--- config.mk ---
export PLATFORM = sky130hd
export DESIGN_NAME = da_nco_update_ctrl
export DESIGN_NICKNAME = d
export VERILOG_FILES = /design/src/rtl/da_ctrl_pkg.sv /design/src/rtl/da_shadow_regs.sv /design/src/rtl/da_nco_update_ctrl.sv
export SDC_FILE = /design/constraint.sdc
export NUM_CORES = 1
export LEC_CHECK = 0
export ABC_CLOCK_PERIOD_IN_PS = 1600
export CORE_AREA = 3 3 123 148
export CTS_BUF_LIST = sky130_fd_sc_hd__clkbuf_16
export DETAILED_ROUTE_END_ITERATION = 8
export DIE_AREA = 0 0 126 151
export GPL_ROUTABILITY_DRIVEN = 0
export PLACE_DENSITY = 0.74
export SLEW_MARGIN = 0
export SYNTH_ARGS = -nofsm -noshare
export SYNTH_HDL_FRONTEND = slang
export SYNTH_SLANG_ARGS = --single-unit
export TNS_END_PERCENT = 30
--- constraint.sdc ---
create_clock -name CLK_BASE -period 1.6 [get_ports CLK_BASE]
set_input_delay 0.32 -clock CLK_BASE [delete_from_list [all_inputs] [get_ports CLK_BASE]]
set_output_delay 0.32 -clock CLK_BASE [all_outputs]
set_load 0.02 [all_outputs]
--- src/rtl/da_ctrl_pkg.sv ---
// rtl/da_ctrl_pkg.sv - shared constants and types for the NCO update controller
//
// Purpose: default register addresses, command bit positions and the
// update-sequence state enumeration used by da_nco_update_ctrl and
// da_shadow_regs.
package da_ctrl_pkg;

  localparam logic [15:0] DEF_ADDR_FAH = 16'h0002;
  localparam logic [15:0] DEF_ADDR_FAL = 16'h0003;
  localparam logic [15:0] DEF_ADDR_FBH = 16'h0004;
  localparam logic [15:0] DEF_ADDR_FBL = 16'h0005;
  localparam logic [15:0] DEF_ADDR_PA  = 16'h0006;
  localparam logic [15:0] DEF_ADDR_PB  = 16'h0007;
  localparam logic [15:0] DEF_ADDR_CMD = 16'h000C;

  localparam int CMD_COMMIT_BIT  = 0;
  localparam int CMD_RUN_BIT     = 1;
  localparam int CMD_CLR_ERR_BIT = 2;

  typedef enum logic [2:0] {
    ST_IDLE   = 3'd0,
    ST_STOP   = 3'd1,
    ST_CLR    = 3'd2,
    ST_LOAD   = 3'd3,
    ST_SETTLE = 3'd4,
    ST_START  = 3'd5
  } state_t;

endpackage

--- src/rtl/da_shadow_regs.sv ---
// rtl/da_shadow_regs.sv - bus write decode and shadow register bank
//
// Purpose: captures bus writes into the six shadow registers and flags
// command-register writes for the controller FSM.
// Ports:
//   i_clk, i_rst          clock, synchronous active-high reset
//   i_cs_n, i_wr_en       chip select (active-low), write enable
//   i_addr, i_data        bus address / write data
//   o_fah..o_pb           shadow register contents
//   o_cmd_wr              one-cycle strobe: a write to the command address
//   o_cmd_bits            command bits [2:0] of that write
module da_shadow_regs
  import da_ctrl_pkg::*;
#(
  parameter logic [15:0] ADDR_FAH = DEF_ADDR_FAH,
  parameter logic [15:0] ADDR_FAL = DEF_ADDR_FAL,
  parameter logic [15:0] ADDR_FBH = DEF_ADDR_FBH,
  parameter logic [15:0] ADDR_FBL = DEF_ADDR_FBL,
  parameter logic [15:0] ADDR_PA  = DEF_ADDR_PA,
  parameter logic [15:0] ADDR_PB  = DEF_ADDR_PB,
  parameter logic [15:0] ADDR_CMD = DEF_ADDR_CMD
) (
  input  logic        i_clk,
  input  logic        i_rst,
  input  logic        i_cs_n,
  input  logic        i_wr_en,
  input  logic [15:0] i_addr,
  input  logic [15:0] i_data,
  output logic [15:0] o_fah,
  output logic [15:0] o_fal,
  output logic [15:0] o_fbh,
  output logic [15:0] o_fbl,
  output logic [15:0] o_pa,
  output logic [15:0] o_pb,
  output logic        o_cmd_wr,
  output logic [2:0]  o_cmd_bits
);

  logic        w_wr;
  logic [15:0] r_fah, r_fal, r_fbh, r_fbl, r_pa, r_pb;

  assign w_wr = ~i_cs_n & i_wr_en;

  always_ff @(posedge i_clk) begin
    if (i_rst) begin
      r_fah <= '0;
      r_fal <= '0;
      r_fbh <= '0;
      r_fbl <= '0;
      r_pa  <= '0;
      r_pb  <= '0;
    end else if (w_wr) begin
      // Unmapped addresses (including CMD) fall through untouched.
      if (i_addr == ADDR_FAH) r_fah <= i_data;
      if (i_addr == ADDR_FAL) r_fal <= i_data;
      if (i_addr == ADDR_FBH) r_fbh <= i_data;
      if (i_addr == ADDR_FBL) r_fbl <= i_data;
      if (i_addr == ADDR_PA)  r_pa  <= i_data;
      if (i_addr == ADDR_PB)  r_pb  <= i_data;
    end
  end

  assign o_fah      = r_fah;
  assign o_fal      = r_fal;
  assign o_fbh      = r_fbh;
  assign o_fbl      = r_fbl;
  assign o_pa       = r_pa;
  assign o_pb       = r_pb;
  assign o_cmd_wr   = w_wr && (i_addr == ADDR_CMD);
  assign o_cmd_bits = i_data[2:0];

endmodule

--- src/rtl/da_nco_update_ctrl.sv ---
// rtl/da_nco_update_ctrl.sv - glitch-free NCO frequency/phase update sequencer
//
// Purpose: on a COMMIT command, stops the NCO, clears its accumulator, copies
// the shadow frequency/phase words to the active outputs, waits SETTLE_CYC
// cycles and restarts the NCO.
// Ports:
//   CLK_BASE, RST             clock, synchronous active-high reset
//   CS, WR_EN, ADDR, DATA     register write bus (CS active-low)
//   FREQAH_W..FREQBL_W        active frequency words
//   PHASEA_OUT, PHASEB_OUT    active phase words
//   NCO_EN, ACC_CLR           NCO accumulate enable / accumulator clear
//   BUSY, DONE, ERR           sequence in progress / completion pulse / sticky error
module da_nco_update_ctrl
  import da_ctrl_pkg::*;
#(
  parameter logic [15:0] ADDR_FAH   = DEF_ADDR_FAH,
  parameter logic [15:0] ADDR_FAL   = DEF_ADDR_FAL,
  parameter logic [15:0] ADDR_FBH   = DEF_ADDR_FBH,
  parameter logic [15:0] ADDR_FBL   = DEF_ADDR_FBL,
  parameter logic [15:0] ADDR_PA    = DEF_ADDR_PA,
  parameter logic [15:0] ADDR_PB    = DEF_ADDR_PB,
  parameter logic [15:0] ADDR_CMD   = DEF_ADDR_CMD,
  parameter int          SETTLE_CYC = 16
) (
  input  logic        CLK_BASE,
  input  logic        RST,
  input  logic        CS,
  input  logic        WR_EN,
  input  logic [15:0] ADDR,
  input  logic [15:0] DATA,
  output logic [15:0] FREQAH_W,
  output logic [15:0] FREQAL_W,
  output logic [15:0] FREQBH_W,
  output logic [15:0] FREQBL_W,
  output logic [15:0] PHASEA_OUT,
  output logic [15:0] PHASEB_OUT,
  output logic        NCO_EN,
  output logic        ACC_CLR,
  output logic        BUSY,
  output logic        DONE,
  output logic        ERR
);

  // Counter is preloaded with S-1 in LOAD so SETTLE lasts exactly S cycles.
  // Unused when SETTLE_CYC is 0 because LOAD then skips SETTLE.
  localparam logic [7:0] SETTLE_INIT = 8'(SETTLE_CYC - 1);

  state_t      r_state, w_next;
  logic        r_run_en, r_err;
  logic [7:0]  r_settle_cnt;
  logic [15:0] r_fah, r_fal, r_fbh, r_fbl, r_pa, r_pb;

  logic [15:0] w_sh_fah, w_sh_fal, w_sh_fbh, w_sh_fbl, w_sh_pa, w_sh_pb;
  logic        w_cmd_wr;
  logic [2:0]  w_cmd_bits;
  logic        w_busy, w_nco_en, w_acc_clr, w_done;
  logic        w_commit;

  da_shadow_regs #(
    .ADDR_FAH (ADDR_FAH),
    .ADDR_FAL (ADDR_FAL),
    .ADDR_FBH (ADDR_FBH),
    .ADDR_FBL (ADDR_FBL),
    .ADDR_PA  (ADDR_PA),
    .ADDR_PB  (ADDR_PB),
    .ADDR_CMD (ADDR_CMD)
  ) u_shadow (
    .i_clk      (CLK_BASE),
    .i_rst      (RST),
    .i_cs_n     (CS),
    .i_wr_en    (WR_EN),
    .i_addr     (ADDR),
    .i_data     (DATA),
    .o_fah      (w_sh_fah),
    .o_fal      (w_sh_fal),
    .o_fbh      (w_sh_fbh),
    .o_fbl      (w_sh_fbl),
    .o_pa       (w_sh_pa),
    .o_pb       (w_sh_pb),
    .o_cmd_wr   (w_cmd_wr),
    .o_cmd_bits (w_cmd_bits)
  );

  assign w_commit = w_cmd_wr && w_cmd_bits[CMD_COMMIT_BIT];

  // State register
  always_ff @(posedge CLK_BASE) begin
    if (RST) r_state <= ST_IDLE;
    else     r_state <= w_next;
  end

  // Next-state logic; commits are only honoured from IDLE.
  always_comb begin
    w_next = r_state;
    case (r_state)
      ST_IDLE:   if (w_commit) w_next = ST_STOP;
      ST_STOP:   w_next = ST_CLR;
      ST_CLR:    w_next = ST_LOAD;
      ST_LOAD:   w_next = (SETTLE_CYC == 0) ? ST_START : ST_SETTLE;
      ST_SETTLE: if (r_settle_cnt == 8'd0) w_next = ST_START;
      ST_START:  w_next = ST_IDLE;
      default:   w_next = ST_IDLE;
    endcase
  end

  // Moore output decode
  always_comb begin
    w_busy    = 1'b1;
    w_nco_en  = 1'b0;
    w_acc_clr = 1'b0;
    w_done    = 1'b0;
    case (r_state)
      ST_IDLE: begin
        w_busy   = 1'b0;
        w_nco_en = r_run_en;
      end
      ST_CLR:   w_acc_clr = 1'b1;
      ST_START: begin
        w_nco_en = 1'b1;
        w_done   = 1'b1;
      end
      default: ;
    endcase
  end

  // Active registers, settle counter, run enable and sticky error
  always_ff @(posedge CLK_BASE) begin
    if (RST) begin
      r_fah        <= '0;
      r_fal        <= '0;
      r_fbh        <= '0;
      r_fbl        <= '0;
      r_pa         <= '0;
      r_pb         <= '0;
      r_settle_cnt <= '0;
      r_run_en     <= 1'b0;
      r_err        <= 1'b0;
    end else begin
      // LOAD samples the shadow registers as they stood before this edge, so
      // a bus write landing on the same edge stays in the shadow bank.
      if (r_state == ST_LOAD) begin
        r_fah        <= w_sh_fah;
        r_fal        <= w_sh_fal;
        r_fbh        <= w_sh_fbh;
        r_fbl        <= w_sh_fbl;
        r_pa         <= w_sh_pa;
        r_pb         <= w_sh_pb;
        r_settle_cnt <= SETTLE_INIT;
      end else if (r_state == ST_SETTLE && r_settle_cnt != 8'd0) begin
        r_settle_cnt <= r_settle_cnt - 8'd1;
      end

      if (r_state == ST_START)
        r_run_en <= 1'b1;
      else if (r_state == ST_IDLE && w_cmd_wr && !w_cmd_bits[CMD_COMMIT_BIT])
        r_run_en <= w_cmd_bits[CMD_RUN_BIT];

      // Any command during a sequence is an error; setting beats clearing.
      if (w_cmd_wr && w_busy)
        r_err <= 1'b1;
      else if (w_cmd_wr && w_cmd_bits[CMD_CLR_ERR_BIT])
        r_err <= 1'b0;
    end
  end

  assign FREQAH_W   = r_fah;
  assign FREQAL_W   = r_fal;
  assign FREQBH_W   = r_fbh;
  assign FREQBL_W   = r_fbl;
  assign PHASEA_OUT = r_pa;
  assign PHASEB_OUT = r_pb;
  assign NCO_EN     = w_nco_en;
  assign ACC_CLR    = w_acc_clr;
  assign BUSY       = w_busy;
  assign DONE       = w_done;
  assign ERR        = r_err;

endmodule

==> results.cfg <==
[clocking]
cts-hold-fix-buffers = 0
cts.clk_slew.worst_paths_ns = 0.06
clock-sinks = 205
cts_root_buffer = clkbuf_16
worstSkewPairLatency_ns = 0.50
cts_tree = done
h-tree-depth = 1
clockBufferDepth = 3
numCtsBuffers = 21

[worst_setup_path]
timing.rr.end = r_settle_cnt[5]
worst-endpoint-arrival_ns = 1.49
r2r_slack_ns = 0.07
critical-path-slowest-cell = or3_4
crit_type = reg2out
critical_path.max_stage_delay_ns = 0.41
cp-start-kind = flip-flop
worstSetupEndpointType = primary output
crit_chain = or3_4, o21ai_4, buf_6
crit_start = r_state[1]
worst-r2r-cell-count = 6
timing.critical_path.fanout_max = 2
worst-endpoint-required_ns = 1.28
critPathCapture = NCO_EN
timing.rr.start = r_state[1]

[grt]
antenna_found_initial = 0
grt_remaining_overflow = 0
grtUsageTotal_pct = 19.5
grt_max_degree = 61
grt_pass1_vias = 5780
grt_pass1_wl_mm = 30.0

[power_and_ir_drop]
power.ir.vdd_worst_mv = 0.662
power.share.clock_pct = 46.8
p_seq_share_pct = 49.7
p_comb_share_pct = 3.4
swShare_pct = 20.8
cellPowerDensity_nw_per_um2 = 978
intPower_mw = 8.13
net-switching-power_mw = 2.13
fin_total_pwr_mw = 10.3
leakagePower_nw = 4.76

[synth]
synth_area_in_adders_pct = 0.317
synth_sequential_area_ratio_pct = 52.0
post_synth_xor_area_fraction_pct = 0.777
largest_family_of_logic_cells_by_synthesized_area = simple AND/OR/NAND/NOR gates
post_synth_main_area_contributors = dfxtp_1, mux2i_1, nand2_1, nand2b_1, a21oi_1
warnings_from_yosys = 0
syn-num-nets = 879
synth_ff_type = dfxtp_1
netlist-cell-type-count = 50
synth_top_cell_by_area = dfxtp_1
postSynth.asyncResetShare_pct = 0
number_of_enable_type_register_cells_in_the_synthesized_netlist = 0
syn-instance-count = 841
total_standard_cell_area_after_synthesis_um2 = 7890
synth_top_cell_area_share_pct = 52.0
synthesis.area_per_instance_um2 = 9.38
post_synth_mux_area_share_pct = 12.2
synth_simple_gate_area_share_pct = 23.0
synth-seq-cells = 205
synth-compound-area-share_pct = 7.66

[detailed_routing]
drc = 0
finalWirelength_mm = 19.7
routed_via_density = 5.02
via_count = 6161
drt-initial-drc-count = 298
ant_nets = 0
dr.pass1.iters = 8
avgRoutedWirePerCell_um = 16.0

[timing]
final_report_setup_violation_count = 3
hold_ws_ns = 0.201
period_minus_slack_ns = 1.81
clock.fmax_ghz = 0.553
pins_over_slew_limit = 0
unrepaired_setup_endpoints_after_global_routing = yes
clock-skew-final_ns = 0.0223
timing.final.crit_share_pct = 113
max-slew-margin-rel_pct = 61.6
final.setup.worst_slack_ns = -0.208
hold_viol = 0
timing_worst_slew_pin_value_ns = 0.576

[layout]
post_route_cells_drive_above_1_share_pct = 11.5
layout_common_cells = dfxtp_1, nand2_1, nand2b_1, a21oi_1
fin_nets = 1034
layout-area-overhead-vs-synth_pct = 33.0
fillCellCount = 1480
num_antenna_cells = 0
layout_commonest_cell = dfxtp_1

[floorplanning]
die_w_um = 126
die_y_um = 151
initial_core_util_pct = 46.6
std_cell_rows = 52
die_area_um2 = 19000
io-pin-count = 137
coreArea_um2 = 16900

[run_status]
outcome = finished with violations
violations = negative setup slack

[placement]
port_buffers = 136
dp.final_hpwl_mm = 12.8

[job]
max-cap-violations = 0

[min_path]
min_path_type = in2reg
cell families after synthesis:
| logic type | count (synthesis) |
|---|---|
| AO/OA/AOI/OAI | 114 |
| XOR/XNOR | 7 |
| adder cells (fa/ha/maj) | 2 |
| buffers and inverters | 64 |
| flip-flops | 205 |
| multiplexers | 96 |
| AND/OR/NAND/NOR | 353 |
synthesized netlist by cell type, types with 3 or more instances:
cell      number
nor2_1         9
nand2_1      193
nand3_1        3
a21oi_1      101
buf_6          4
nand2b_1     113
inv_1          4
mux2i_1       96
dfxtp_1      205
buf_1          5
xor2_1         5
nand3b_1       3
clkbuf_1      41
buf_2          5
nor3_1         3
nand4_1        4
nor2b_1        4
critical path: cells and delay by family, from the launching register on:
kind                   cells  cell delay [ns]
and+or+nand+nor            1             0.41
DFF                        1             0.32
AOI/OAI and AO/OA          1             0.14
buffers and inverters      1             0.13
power groups by stage:
stage                     Combinational [mW]  Clock [mW]  Sequential, mW
after floorplan                        0.151           0            5.22
after global placement                 0.356           0            5.22
after detailed placement               0.356           0            5.22
after CTS                              0.357        4.89            5.10
after global routing                   0.374        5.12            5.10
final                                  0.353        4.81            5.10
cell type report:
type                            instances  area (um^2)  share of cell area, %
Clock inverter                         17          151                   1.44
Tap cell                              216          270                   2.58
Inverter                                4         15.0                  0.143
Multi-Input combinational cell        572         3520                   33.6
Clock buffer                           21          526                   5.01
Sequential cell                       205         4110                   39.2
Timing Repair Buffer                  192         1900                   18.1
timing repair:
action | in CTS | in global routing
setup buffers | 0 | 7
gates cloned | 0 | 2
gates resized for setup | 131 | 20
setup endpoints to repair | 104 | 100
pin swaps | 2 | 10
metrics by stage:
stage                     instance area, um^2  instances  setup TNS (ns)  utilization (%)  setup slack, ns
after global placement                   9740       1180          -46.34             57.6           -0.515
after floorplan                          7910        841          -0.493                -          -0.0493
final                                   10500       1227          -0.503             62.0           -0.208
after global routing                    10500       1227          -0.674             62.0           -0.245
after CTS                               10300       1218          -0.495             61.0           -0.224
after detailed placement                 9740       1180          -46.92             57.6           -0.524
worst min-delay path by stage:
stage                       start  cells past startpoint        endpoint  slack [ns]
2_1_floorplan   u_shadow.o_fah[0]                      2     FREQAH_W[0]        0.43
3_3_place_gp    u_shadow.o_fal[8]                      2     FREQAL_W[8]        0.44
3_5_place_dp   u_shadow.o_fal[15]                      2    FREQAL_W[15]        0.44
4_1_cts                       RST                      2  PHASEB_OUT[15]        0.19
5_1_grt                       RST                      2  PHASEB_OUT[12]        0.22
6_report                      RST                      2   PHASEA_OUT[2]        0.20
routing by layer:
| layer | wire length, um | share of wire [%] | track usage, % |
|---|---|---|---|
| met3 | 797 | 4.1 | 2.43 |
| met2 | 9910 | 50 | 34.1 |
| met1 | 8620 | 44 | 25.5 |
| met5 | 0 | 0 | 0 |
| met4 | 327 | 1.7 | 5.15 |
Note: power is estimated with default switching activity, not from simulation.
